## src/rtl/memory_access_unit_if.sv

```systemverilog
// memory_access_unit_if -- data-memory request/response bus.
//   dmem_req   : request valid, held until ack or timeout
//   dmem_we    : 1 = write, 0 = read
//   dmem_addr  : byte address aligned down to the bus width
//   dmem_wdata : lane-positioned write data
//   dmem_be    : byte enables
//   dmem_ack   : request completed (from memory)
//   dmem_rdata : read data, valid with dmem_ack
// master = memory_access_unit side, slave = memory side.
interface memory_access_unit_if #(
  parameter int DATA_WIDTH = 32,
  parameter int ADDR_WIDTH = 32
);
  logic                    dmem_req;
  logic                    dmem_we;
  logic [ADDR_WIDTH-1:0]   dmem_addr;
  logic [DATA_WIDTH-1:0]   dmem_wdata;
  logic [DATA_WIDTH/8-1:0] dmem_be;
  logic                    dmem_ack;
  logic [DATA_WIDTH-1:0]   dmem_rdata;

  modport master (
    output dmem_req, dmem_we, dmem_addr, dmem_wdata, dmem_be,
    input  dmem_ack, dmem_rdata
  );

  modport slave (
    input  dmem_req, dmem_we, dmem_addr, dmem_wdata, dmem_be,
    output dmem_ack, dmem_rdata
  );
endinterface

```

## src/rtl/memory_access_unit.sv

```systemverilog
// memory_access_unit -- MEM pipeline stage.
// Non-memory instructions pass to the WB-side outputs with one cycle of
// latency. Loads/stores issue one request on the dmem bus and wait (stalling
// upstream) for dmem_ack, up to ACK_TIMEOUT cycles; misaligned accesses and
// timeouts complete with an error pulse and reg_wr_en_out forced low.
// Ports:
//   clk, rst_n          : clock, synchronous active-low reset
//   valid_in ... instruction_in : EX-stage instruction and sideband
//   stall_out           : upstream must hold inputs while high
//   dmem                : data-memory bus (master modport)
//   valid_out ... instruction_out : registered WB-side outputs
//   misalign_err_out, bus_err_out : one-cycle error pulses with valid_out
// mem_data_out is 0 for every completion that is not a load.
module memory_access_unit #(
  parameter int DATA_WIDTH        = 32,
  parameter int INSTRUCTION_WIDTH = 32,
  parameter int REG_ADDR_WIDTH    = 5,
  parameter int ADDR_WIDTH        = 32,
  parameter int ACK_TIMEOUT       = 16
) (
  input  logic                         clk,
  input  logic                         rst_n,
  input  logic                         valid_in,
  input  logic                         mem_rd_en_in,
  input  logic                         mem_wr_en_in,
  input  logic [1:0]                   mem_size_in,
  input  logic                         mem_signed_in,
  input  logic [DATA_WIDTH-1:0]        alu_data_in,
  input  logic [DATA_WIDTH-1:0]        store_data_in,
  input  logic                         write_back_mux_sel_in,
  input  logic                         reg_wr_en_in,
  input  logic [REG_ADDR_WIDTH-1:0]    reg_wr_addr_in,
  input  logic [INSTRUCTION_WIDTH-1:0] instruction_in,
  output logic                         stall_out,
  memory_access_unit_if.master         dmem,
  output logic                         valid_out,
  output logic                         write_back_mux_sel_out,
  output logic [DATA_WIDTH-1:0]        alu_data_out,
  output logic [DATA_WIDTH-1:0]        mem_data_out,
  output logic                         reg_wr_en_out,
  output logic [REG_ADDR_WIDTH-1:0]    reg_wr_addr_out,
  output logic [INSTRUCTION_WIDTH-1:0] instruction_out,
  output logic                         misalign_err_out,
  output logic                         bus_err_out
);

  localparam int NBYTES = DATA_WIDTH / 8;
  localparam int LANE_W = $clog2(NBYTES);
  localparam int CNT_W  = $clog2(ACK_TIMEOUT + 1);
  localparam logic [CNT_W-1:0] LAST_WAIT = CNT_W'(ACK_TIMEOUT - 1);

  typedef enum logic {IDLE, BUSY} state_t;

  state_t              state_q;
  logic [CNT_W-1:0]    wait_cnt_q;
  logic                wr_en_q;
  logic                is_load_q;
  logic                signed_q;
  logic [1:0]          size_q;
  logic [LANE_W-1:0]   lane_q;

  logic                  is_mem_d;
  logic                  misalign_d;
  logic [ADDR_WIDTH-1:0] addr_d;
  logic [LANE_W-1:0]     lane_d;
  logic [NBYTES-1:0]     be_d;
  logic [DATA_WIDTH-1:0] wdata_d;
  logic [DATA_WIDTH-1:0] rshift_d;
  logic [DATA_WIDTH-1:0] ld_mask_d;
  logic [DATA_WIDTH-1:0] load_d;
  logic                  sign_d;

  // 1/2/4/8 low byte lanes set for size 0/1/2/3.
  function automatic logic [NBYTES-1:0] byte_mask(input logic [1:0] size);
    logic [NBYTES-1:0] m;
    m = '0;
    for (int unsigned i = 0; i < NBYTES; i++)
      if (i < (32'd1 << size)) m[i] = 1'b1;
    return m;
  endfunction

  function automatic logic [DATA_WIDTH-1:0] bit_mask(input logic [NBYTES-1:0] bm);
    logic [DATA_WIDTH-1:0] m;
    m = '0;
    for (int unsigned i = 0; i < NBYTES; i++)
      m[i*8 +: 8] = {8{bm[i]}};
    return m;
  endfunction

  // Request side, decoded from the live inputs.
  always_comb begin
    addr_d   = alu_data_in[ADDR_WIDTH-1:0];
    lane_d   = addr_d[LANE_W-1:0];
    is_mem_d = mem_rd_en_in | mem_wr_en_in;
    case (mem_size_in)
      2'd0:    misalign_d = 1'b0;
      2'd1:    misalign_d = addr_d[0];
      2'd2:    misalign_d = |addr_d[1:0];
      default: misalign_d = (DATA_WIDTH == 32) || (|addr_d[2:0]);
    endcase
    be_d    = byte_mask(mem_size_in) << lane_d;
    wdata_d = (store_data_in & bit_mask(byte_mask(mem_size_in))) << {lane_d, 3'b000};
  end

  // Response side, using the access attributes captured at issue.
  always_comb begin
    rshift_d  = dmem.dmem_rdata >> {lane_q, 3'b000};
    ld_mask_d = bit_mask(byte_mask(size_q));
    case (size_q)
      2'd0:    sign_d = rshift_d[7];
      2'd1:    sign_d = rshift_d[15];
      2'd2:    sign_d = rshift_d[31];
      default: sign_d = rshift_d[DATA_WIDTH-1];
    endcase
    load_d = (signed_q && sign_d) ? (rshift_d | ~ld_mask_d) : (rshift_d & ld_mask_d);
  end

  assign stall_out = rst_n && (state_q == BUSY) && !dmem.dmem_ack;

  always_ff @(posedge clk) begin
    if (!rst_n) begin
      state_q                <= IDLE;
      wait_cnt_q             <= '0;
      wr_en_q                <= 1'b0;
      is_load_q              <= 1'b0;
      signed_q               <= 1'b0;
      size_q                 <= '0;
      lane_q                 <= '0;
      dmem.dmem_req          <= 1'b0;
      dmem.dmem_we           <= 1'b0;
      dmem.dmem_addr         <= '0;
      dmem.dmem_wdata        <= '0;
      dmem.dmem_be           <= '0;
      valid_out              <= 1'b0;
      write_back_mux_sel_out <= 1'b0;
      alu_data_out           <= '0;
      mem_data_out           <= '0;
      reg_wr_en_out          <= 1'b0;
      reg_wr_addr_out        <= '0;
      instruction_out        <= '0;
      misalign_err_out       <= 1'b0;
      bus_err_out            <= 1'b0;
    end else begin
      valid_out        <= 1'b0;
      reg_wr_en_out    <= 1'b0;
      misalign_err_out <= 1'b0;
      bus_err_out      <= 1'b0;
      case (state_q)
        IDLE: begin
          if (valid_in) begin
            // Sideband goes straight to the output registers; valid_out and
            // reg_wr_en_out stay low until the access completes.
            write_back_mux_sel_out <= write_back_mux_sel_in;
            alu_data_out           <= alu_data_in;
            reg_wr_addr_out        <= reg_wr_addr_in;
            instruction_out        <= instruction_in;
            mem_data_out           <= '0;
            if (!is_mem_d) begin
              valid_out     <= 1'b1;
              reg_wr_en_out <= reg_wr_en_in;
            end else if (misalign_d) begin
              valid_out        <= 1'b1;
              misalign_err_out <= 1'b1;
            end else begin
              state_q         <= BUSY;
              wait_cnt_q      <= '0;
              wr_en_q         <= reg_wr_en_in;
              is_load_q       <= !mem_wr_en_in;
              signed_q        <= mem_signed_in;
              size_q          <= mem_size_in;
              lane_q          <= lane_d;
              dmem.dmem_req   <= 1'b1;
              dmem.dmem_we    <= mem_wr_en_in;
              dmem.dmem_addr  <= {addr_d[ADDR_WIDTH-1:LANE_W], {LANE_W{1'b0}}};
              dmem.dmem_be    <= be_d;
              dmem.dmem_wdata <= wdata_d;
            end
          end
        end
        BUSY: begin
          if (dmem.dmem_ack) begin
            state_q       <= IDLE;
            dmem.dmem_req <= 1'b0;
            valid_out     <= 1'b1;
            reg_wr_en_out <= wr_en_q;
            mem_data_out  <= is_load_q ? load_d : '0;
          end else if (wait_cnt_q == LAST_WAIT) begin
            // The counter would reach ACK_TIMEOUT at this edge.
            state_q       <= IDLE;
            dmem.dmem_req <= 1'b0;
            valid_out     <= 1'b1;
            bus_err_out   <= 1'b1;
          end else begin
            wait_cnt_q <= wait_cnt_q + 1'b1;
          end
        end
        default: state_q <= IDLE;
      endcase
    end
  end

endmodule

```

## src/flat_wrapper.sv

```systemverilog
// flat-port wrapper written by rule: the top's interface ports become plain ports
module memory_access_unit_flat 
#(
  parameter int DATA_WIDTH        = 32,
  parameter int INSTRUCTION_WIDTH = 32,
  parameter int REG_ADDR_WIDTH    = 5,
  parameter int ADDR_WIDTH        = 32,
  parameter int ACK_TIMEOUT       = 16
)
  (clk, rst_n, valid_in, mem_rd_en_in, mem_wr_en_in, mem_size_in, mem_signed_in, alu_data_in, store_data_in, write_back_mux_sel_in, reg_wr_en_in, reg_wr_addr_in, instruction_in, stall_out, valid_out, write_back_mux_sel_out, alu_data_out, mem_data_out, reg_wr_en_out, reg_wr_addr_out, instruction_out, misalign_err_out, bus_err_out, dmem_dmem_req, dmem_dmem_we, dmem_dmem_addr, dmem_dmem_wdata, dmem_dmem_be, dmem_dmem_ack, dmem_dmem_rdata);
  memory_access_unit_if #(.DATA_WIDTH(DATA_WIDTH), .ADDR_WIDTH(ADDR_WIDTH)) dmem_i ();
  input  logic clk;
  input  logic rst_n;
  input  logic valid_in;
  input  logic mem_rd_en_in;
  input  logic mem_wr_en_in;
  input  logic [1:0] mem_size_in;
  input  logic mem_signed_in;
  input  logic [DATA_WIDTH-1:0] alu_data_in;
  input  logic [DATA_WIDTH-1:0] store_data_in;
  input  logic write_back_mux_sel_in;
  input  logic reg_wr_en_in;
  input  logic [REG_ADDR_WIDTH-1:0] reg_wr_addr_in;
  input  logic [INSTRUCTION_WIDTH-1:0] instruction_in;
  output logic stall_out;
  output logic valid_out;
  output logic write_back_mux_sel_out;
  output logic [DATA_WIDTH-1:0] alu_data_out;
  output logic [DATA_WIDTH-1:0] mem_data_out;
  output logic reg_wr_en_out;
  output logic [REG_ADDR_WIDTH-1:0] reg_wr_addr_out;
  output logic [INSTRUCTION_WIDTH-1:0] instruction_out;
  output logic misalign_err_out;
  output logic bus_err_out;
  output wire logic [$bits(dmem_i.dmem_req)-1:0] dmem_dmem_req;
  output wire logic [$bits(dmem_i.dmem_we)-1:0] dmem_dmem_we;
  output wire logic [$bits(dmem_i.dmem_addr)-1:0] dmem_dmem_addr;
  output wire logic [$bits(dmem_i.dmem_wdata)-1:0] dmem_dmem_wdata;
  output wire logic [$bits(dmem_i.dmem_be)-1:0] dmem_dmem_be;
  input wire logic [$bits(dmem_i.dmem_ack)-1:0] dmem_dmem_ack;
  input wire logic [$bits(dmem_i.dmem_rdata)-1:0] dmem_dmem_rdata;
  assign dmem_dmem_req = dmem_i.dmem_req;
  assign dmem_dmem_we = dmem_i.dmem_we;
  assign dmem_dmem_addr = dmem_i.dmem_addr;
  assign dmem_dmem_wdata = dmem_i.dmem_wdata;
  assign dmem_dmem_be = dmem_i.dmem_be;
  assign dmem_i.dmem_ack = dmem_dmem_ack;
  assign dmem_i.dmem_rdata = dmem_dmem_rdata;
  memory_access_unit #(.DATA_WIDTH(DATA_WIDTH), .INSTRUCTION_WIDTH(INSTRUCTION_WIDTH), .REG_ADDR_WIDTH(REG_ADDR_WIDTH), .ADDR_WIDTH(ADDR_WIDTH), .ACK_TIMEOUT(ACK_TIMEOUT)) u_core (.clk(clk), .rst_n(rst_n), .valid_in(valid_in), .mem_rd_en_in(mem_rd_en_in), .mem_wr_en_in(mem_wr_en_in), .mem_size_in(mem_size_in), .mem_signed_in(mem_signed_in), .alu_data_in(alu_data_in), .store_data_in(store_data_in), .write_back_mux_sel_in(write_back_mux_sel_in), .reg_wr_en_in(reg_wr_en_in), .reg_wr_addr_in(reg_wr_addr_in), .instruction_in(instruction_in), .stall_out(stall_out), .dmem(dmem_i), .valid_out(valid_out), .write_back_mux_sel_out(write_back_mux_sel_out), .alu_data_out(alu_data_out), .mem_data_out(mem_data_out), .reg_wr_en_out(reg_wr_en_out), .reg_wr_addr_out(reg_wr_addr_out), .instruction_out(instruction_out), .misalign_err_out(misalign_err_out), .bus_err_out(bus_err_out));
endmodule
```

## config.mk

```make
export PLATFORM = sky130hd
export DESIGN_NAME = memory_access_unit_flat
export DESIGN_NICKNAME = d
export VERILOG_FILES = /design/src/rtl/memory_access_unit_if.sv /design/src/rtl/memory_access_unit.sv /design/src/flat_wrapper.sv
export SDC_FILE = /design/constraint.sdc
export NUM_CORES = 1
export LEC_CHECK = 0
export ABC_CLOCK_PERIOD_IN_PS = 2400
export BUFFER_PORTS_ARGS = -buffer_cell sky130_fd_sc_hd__buf_2
export CAP_MARGIN = 20
export CORE_MARGIN = 4
export CORE_UTILIZATION = 30
export CTS_CLUSTER_SIZE = 8
export DETAILED_ROUTE_END_ITERATION = 10
export PLACE_DENSITY = 0.51
export SYNTH_ARGS = -nofsm -noshare
export SYNTH_HDL_FRONTEND = slang
export SYNTH_SLANG_ARGS = --single-unit
```

## constraint.sdc

```tcl
create_clock -name clk -period 2.4 [get_ports clk]
set_clock_uncertainty 0.2 [all_clocks]
set_input_delay 0.12 -clock clk [delete_from_list [all_inputs] [get_ports clk]]
set_output_delay 0.12 -clock clk [all_outputs]
set_load 0.01 [all_outputs]
```

==> results.json, run 1 <==
{
  "rsz0062_at_grt": "no",
  "worstSetupEndpointType": "register",
  "yosys.area.top_type_share_pct": 49.7,
  "cp-start-kind": "input pin",
  "finalSetupViolCount": 0,
  "cts.sinks": 187,
  "synthCells": 887,
  "dp_slack_ns": 0.231,
  "cp.required_ns": 2.53,
  "layout-drive-gt1-share_pct": 30.4,
  "grt_pass1_wl_um": 44300,
  "syn_area_per_cell_um2": 8.49,
  "drv_cap": 0,
  "critPathKind": "in -> reg",
  "ff2ff_path_depth": 5,
  "yosysWarnings": 0,
  "dieHeight_um": 166,
  "worstPathMaxFanout": 10,
  "initial_core_util_pct": 30.7,
  "areaGrowthSynthToFinish_pct": 54.0,
  "hold_violations": 0,
  "synth_ff_type": "dfxtp_1",
  "overflow": 0,
  "io_buffers": 318,
  "via_per_inst": 4.83,
  "fin_nets": 1472,
  "synth_area_leaders": "dfxtp_1, nand2_1, a21oi_1, clkbuf_1, mux2i_1",
  "hold_path_depth": 4,
  "synth_commonest_cells": "nand2_1, dfxtp_1, a21oi_1, clkbuf_1, nand3_1",
  "vias": 8052,
  "ys_ff_latch": 187,
  "setup_tns_ns": 0,
  "route.detailed.drc": 0,
  "clock_path_buffers": 2,
  "clk_pin_slew_ns": 0.09,
  "powerDensity_nw_per_um2": 634,
  "layout_setup_ws_ns": 0.0954,
  "synthMostInstantiatedCell": "nand2_1",
  "wirelength_um": 27700,
  "synth_enable_flop_cells": 0,
  "final_antenna_net_count": 0,
  "total_power_uw": 7350,
  "relSlewSlack_pct": 51.8,
  "clock_latency_ns": 0.42,
  "h-tree-depth": 4,
  "wl_per_cell_um": 16.6,
  "dieArea_um2": 27700,
  "drt-initial-drc-count": 460,
  "outcome": "finished clean",
  "drt_pass1_iterations": 5,
  "coreArea_um2": 24500,
  "period_minus_slack_ns": 2.30,
  "yosys.area.top_type": "dfxtp_1",
  "grt_use_total_pct": 19.4,
  "synth_cell_type_count": 53,
  "irDropWorstVdd_mv": 0.462,
  "num_rows": 57,
  "io_pins": 321,
  "cts_buffers": 17,
  "gp_congestion": 0.853,
  "netlist_area_um2": 7530,
  "p_leak_uw": 0.00516,
  "slew_violations": 0,
  "cp.arrival_ns": 2.43,
  "hpwlAfterDp_um": 18700,
  "async_reset_ff_share_pct": 0,
  "antenna_found_initial": 3,
  "grt_max_degree": 73,
  "grt_pass1_vias": 8015,
  "post-route-period-util_pct": 96.0,
  "cts_tree": "yes",
  "clockRootBuffer": "clkbuf_16",
  "die_width_um": 166,
  "yosysSeqAreaShare_pct": 49.7,
  "worstMarginPinSlew_ns": 0.723,
  "min_path_type": "in -> reg",
  "cts_post_setup_buffers_inserted": 0,
  "max_freq_ghz": 0.434
}
report_power, final:
| part | internal, µW | total [µW] | leakage (µW) | switching (µW) |
|---|---|---|---|---|
| Clock | 1520 | 2960 | 0.000303 | 1440 |
| Combinational | 517 | 1100 | 0.00334 | 587 |
| Sequential | 3230 | 3290 | 0.00152 | 62.9 |
logic make-up after synthesis:
| family | count (synthesis) | share of synthesized area [%] |
|---|---|---|
| AO/OA/AOI/OAI | 240 | 19.8 |
| XOR/XNOR | 2 | 0.233 |
| adder cells (fa/ha/maj) | 2 | 0.332 |
| buffers and inverters | 79 | 4.42 |
| flip-flops | 187 | 49.7 |
| multiplexers | 34 | 6.29 |
| other | 1 | 0.0498 |
| AND/OR/NAND/NOR | 342 | 19.2 |
final timing paths:
check,startpoint,endpoint,slack (ns)
hold reg to reg,u_core.dmem.dmem_addr[23],u_core.dmem.dmem_addr[23],0.25
setup reg to reg,u_core.lane_q[0],u_core.mem_data_out[22],0.21
setup / recovery,mem_size_in[1],u_core.dmem.dmem_wdata[18],0.1
hold / removal,dmem_dmem_rdata[7],u_core.mem_data_out[7],0.02
stage by stage:
stage                     area [µm²]  cells  hold WS [ns]  utilization (%)
after CTS                      11600   1663       0.00263             47.2
after global routing           11600   1666        0.0216             47.3
after global placement          9460   1480         0.161             38.5
after floorplan                 7540    888        0.0560                -
final                          11600   1666        0.0212             47.3
after detailed placement        9460   1480         0.166             38.5
area by class of cell:
cell class                      instances  area, µm²
Inverter                                4       17.5
Clock inverter                         15        198
Tap cell                              324        405
Multi-Input combinational cell        622       3480
Timing Repair Buffer                  494       3320
Clock buffer                           17        425
Fill cell                            2430      12900
Antenna cell                            3       7.51
Sequential cell                       187       3740
critical path, stage by stage:
cell and delay, ns:
dlygate4sd3_1 0.53, buf_2 0.19, or2_1 0.38, a32o_1 0.32
dlygate4sd3_1 0.57, a221o_1 0.32
sequential cells by signal (all words and copies together) (netlist names):
name	count
u_core.valid_out	1
u_core.is_load_q	1
u_core.mem_data_out	32
u_core.state_q	1
u_core.reg_wr_addr_out	5
u_core.alu_data_out	32
u_core.bus_err_out	1
u_core.dmem.dmem_addr	30
u_core.signed_q	1
u_core.wr_en_q	1
u_core.size_q	2
u_core.reg_wr_en_out	1
u_core.wait_cnt_q	5
u_core.dmem.dmem_be	4
u_core.dmem.dmem_wdata	32
u_core.dmem.dmem_req	1
u_core.write_back_mux_sel_out	1
u_core.misalign_err_out	1
u_core.lane_q	2
u_core.instruction_out	32
u_core.dmem.dmem_we	1
cell usage in the layout (no fill, tap or decap), types with 11 or more instances in the layout:
master	instances
o21ai_1	14
a21oi_1	133
a22oi_1	16
dfxtp_1	187
and3_1	11
buf_2	318
a221o_1	15
clkbuf_16	17
nand3_1	32
nand2_1	249
o21ai_0	18
nor2_1	23
dlygate4sd3_1	151
mux2i_1	17
buf_4	22
metal layers:
| layer | vias to the layer above | routed length [µm] | GRT usage, % | part of all wire [%] |
|---|---|---|---|---|
| met5 | - | 0 | 0 | 0 |
| met3 | 62 | 1780 | 5.36 | 6.4 |
| met2 | 309 | 13100 | 31.7 | 47 |
| li1 | 3947 | - | - | - |
| met1 | 3734 | 11900 | 24.6 | 43 |
| met4 | 0 | 919 | 7.26 | 3.3 |
timing repair:
action / 4_1_cts / 5_1_grt
hold buffers: 151 / 0
endpoints found under the hold margin: 177 / 0
gates resized for setup: 0 / 1
setup endpoints to repair: 0 / 1
(Power assumes the default switching activity.)
==> inputs of run 2 (changes only) <==
--- a/config.mk
+++ b/config.mk
@@ -8,7 +8,7 @@
 export ABC_CLOCK_PERIOD_IN_PS = 2400
 export BUFFER_PORTS_ARGS = -buffer_cell sky130_fd_sc_hd__buf_2
 export CAP_MARGIN = 20
-export CORE_MARGIN = 4
+export CORE_ASPECT_RATIO = 1.75
 export CORE_UTILIZATION = 30
 export CTS_CLUSTER_SIZE = 8
 export DETAILED_ROUTE_END_ITERATION = 10
==> run 2 against run 1 <==
Hold slack gained 0.00071 ns. Largest power group unchanged. Power shrank 1.5%. First-iteration DRC count shrank 12%. Cell area shrank 0.18%. Via count shrank 0.93%. Count of clock-buffer cells in the layout grew 4. Core utilization shrank 0.27 points. Wire length shrank 0.55%. Critical path type unchanged. Final cell count shrank 0.66%.
==> results.json, run 2 (synthesized netlist as in run 1, its figures left out) <==
{
  "outcome": "finished clean",
  "grt_pass1_wl_um": 42300,
  "clock_path_buffers": 2,
  "antenna_found_initial": 1,
  "met2_length_um": 14600,
  "worstSetupEndpointType": "register",
  "final_antenna_net_count": 0,
  "hpwlAfterDp_um": 19200,
  "cp.arrival_ns": 2.39,
  "p_leak_uw": 0.00517,
  "cts.sinks": 187,
  "worstMarginPinSlew_ns": 0.705,
  "dpl-instance-area_um2": 9480,
  "via_per_inst": 4.82,
  "rsz0062_at_grt": "no",
  "irDropWorstVdd_mv": 0.423,
  "grt_use_total_pct": 21.2,
  "hold_violations": 0,
  "slew_violations": 0,
  "cts_post_setup_buffers_inserted": 0,
  "layout-drive-gt1-share_pct": 30.6,
  "clock_latency_ns": 0.43,
  "wl_per_cell_um": 16.7,
  "die_width_um": 122,
  "powerDensity_nw_per_um2": 625,
  "fill_cells": 2402,
  "io_buffers": 318,
  "coreArea_um2": 24600,
  "critical_path.startpoint": "mem_size_in[0]",
  "worstReg2RegStart": "u_core.lane_q[1]",
  "wirelength_um": 27600,
  "drt_pass1_iterations": 4,
  "clockRootBuffer": "clkbuf_16",
  "cts_buffers": 17,
  "h-tree-depth": 4,
  "io_pins": 321,
  "grt_max_degree": 73,
  "cp.required_ns": 2.52,
  "clk_pin_slew_ns": 0.07,
  "cts_tree": "yes",
  "max_freq_ghz": 0.441,
  "cp-start-kind": "input pin",
  "critPathKind": "in -> reg",
  "fin_area_um2": 11600,
  "final_common_cell": "buf_2",
  "overflow": 0,
  "holdPathEnd": "u_core.misalign_err_out",
  "r2r-end": "u_core.mem_data_out[7]",
  "dieArea_um2": 25800,
  "finalSetupViolCount": 0,
  "dieHeight_um": 212,
  "drv_cap": 0,
  "fin_nets": 1475,
  "initial_core_util_pct": 30.6,
  "worstPathMaxFanout": 10,
  "hold_path_depth": 5,
  "top_layer_used": "met4",
  "drt-initial-drc-count": 404,
  "wl_met3_um": 1220,
  "areaGrowthSynthToFinish_pct": 53.7,
  "ff2ff_path_depth": 5,
  "relSlewSlack_pct": 53.0,
  "vias": 7977,
  "final_cell_mix": "buf_2, nand2_1, dfxtp_1, dlygate4sd3_1, a21oi_1",
  "post-route-period-util_pct": 94.5,
  "period_minus_slack_ns": 2.27,
  "min_path_type": "in -> reg",
  "route.detailed.drc": 0,
  "rrSetupSlack_ns": 0.14,
  "num_rows": 76,
  "m1WireLength_um": 10700,
  "hp-start": "mem_rd_en_in",
  "gp_congestion": 0.819,
  "setup_tns_ns": 0,
  "grt_pass1_vias": 7991
}
==> run 2: layer usage <==
layer	up-vias	track usage, %
li1	3952	-
met1	3728	23.0
met2	242	38.3
met3	55	4.20
met4	0	10.8
met5	-	0
==> run 2: final cells by class <==
| cell class | instances | area (µm²) | share of cell area (%) |
|---|---|---|---|
| Multi-Input combinational cell | 622 | 3490 | 30.1 |
| Inverter | 4 | 17.5 | 0.151 |
| Sequential cell | 187 | 3740 | 32.3 |
| Clock buffer | 21 | 480 | 4.15 |
| Tap cell | 312 | 390 | 3.37 |
| Timing Repair Buffer | 497 | 3350 | 28.9 |
| Antenna cell | 1 | 2.50 | 0.0216 |
| Clock inverter | 11 | 108 | 0.929 |
==> run 2: how the worst max path moves through the flow <==
stage | to | cells after the start
2_1_floorplan | u_core.mem_data_out[19] | 6
3_3_place_gp | u_core.dmem.dmem_wdata[30] | 6
3_5_place_dp | u_core.mem_data_out[31] | 5
4_1_cts | u_core.dmem.dmem_wdata[18] | 7
5_1_grt | u_core.mem_data_out[7] | 5
6_report | u_core.dmem.dmem_wdata[18] | 7
==> run 2: through the flow <==
step | util, % | hold WS, ns | setup slack (ns) | std cells | power (µW)
after global routing | 47.0 | 0.0206 | 0.0318 | 1655 | 7560
after CTS | 47.0 | 0.00317 | 0.0551 | 1654 | 7340
after floorplan | - | 0.0560 | 0.350 | 888 | 3830
after detailed placement | 38.5 | 0.167 | 0.253 | 1471 | 4270
final | 47.0 | 0.0219 | 0.132 | 1655 | 7240
after global placement | 38.5 | 0.161 | 0.310 | 1471 | 4260
==> run 2: critical path, stage by stage <==
cell	delay [ns]
dlygate4sd3_1	0.53
buf_2	0.14
buf_4	0.17
or2_4	0.29
a32o_1	0.27
dlygate4sd3_1	0.55
a221o_1	0.31
==> run 2: power by group <==
group	switching, µW	internal [µW]
sequential	61.5	3230
combinational	587	520
clock	1290	1550
==> run 2: repair_timing <==
item | 4_1_cts | 5_1_grt
endpoints found under the hold margin | 178 | 0
gates resized for setup | 0 | 1
endpoints found under the setup margin | 0 | 1
hold buffers | 151 | 0
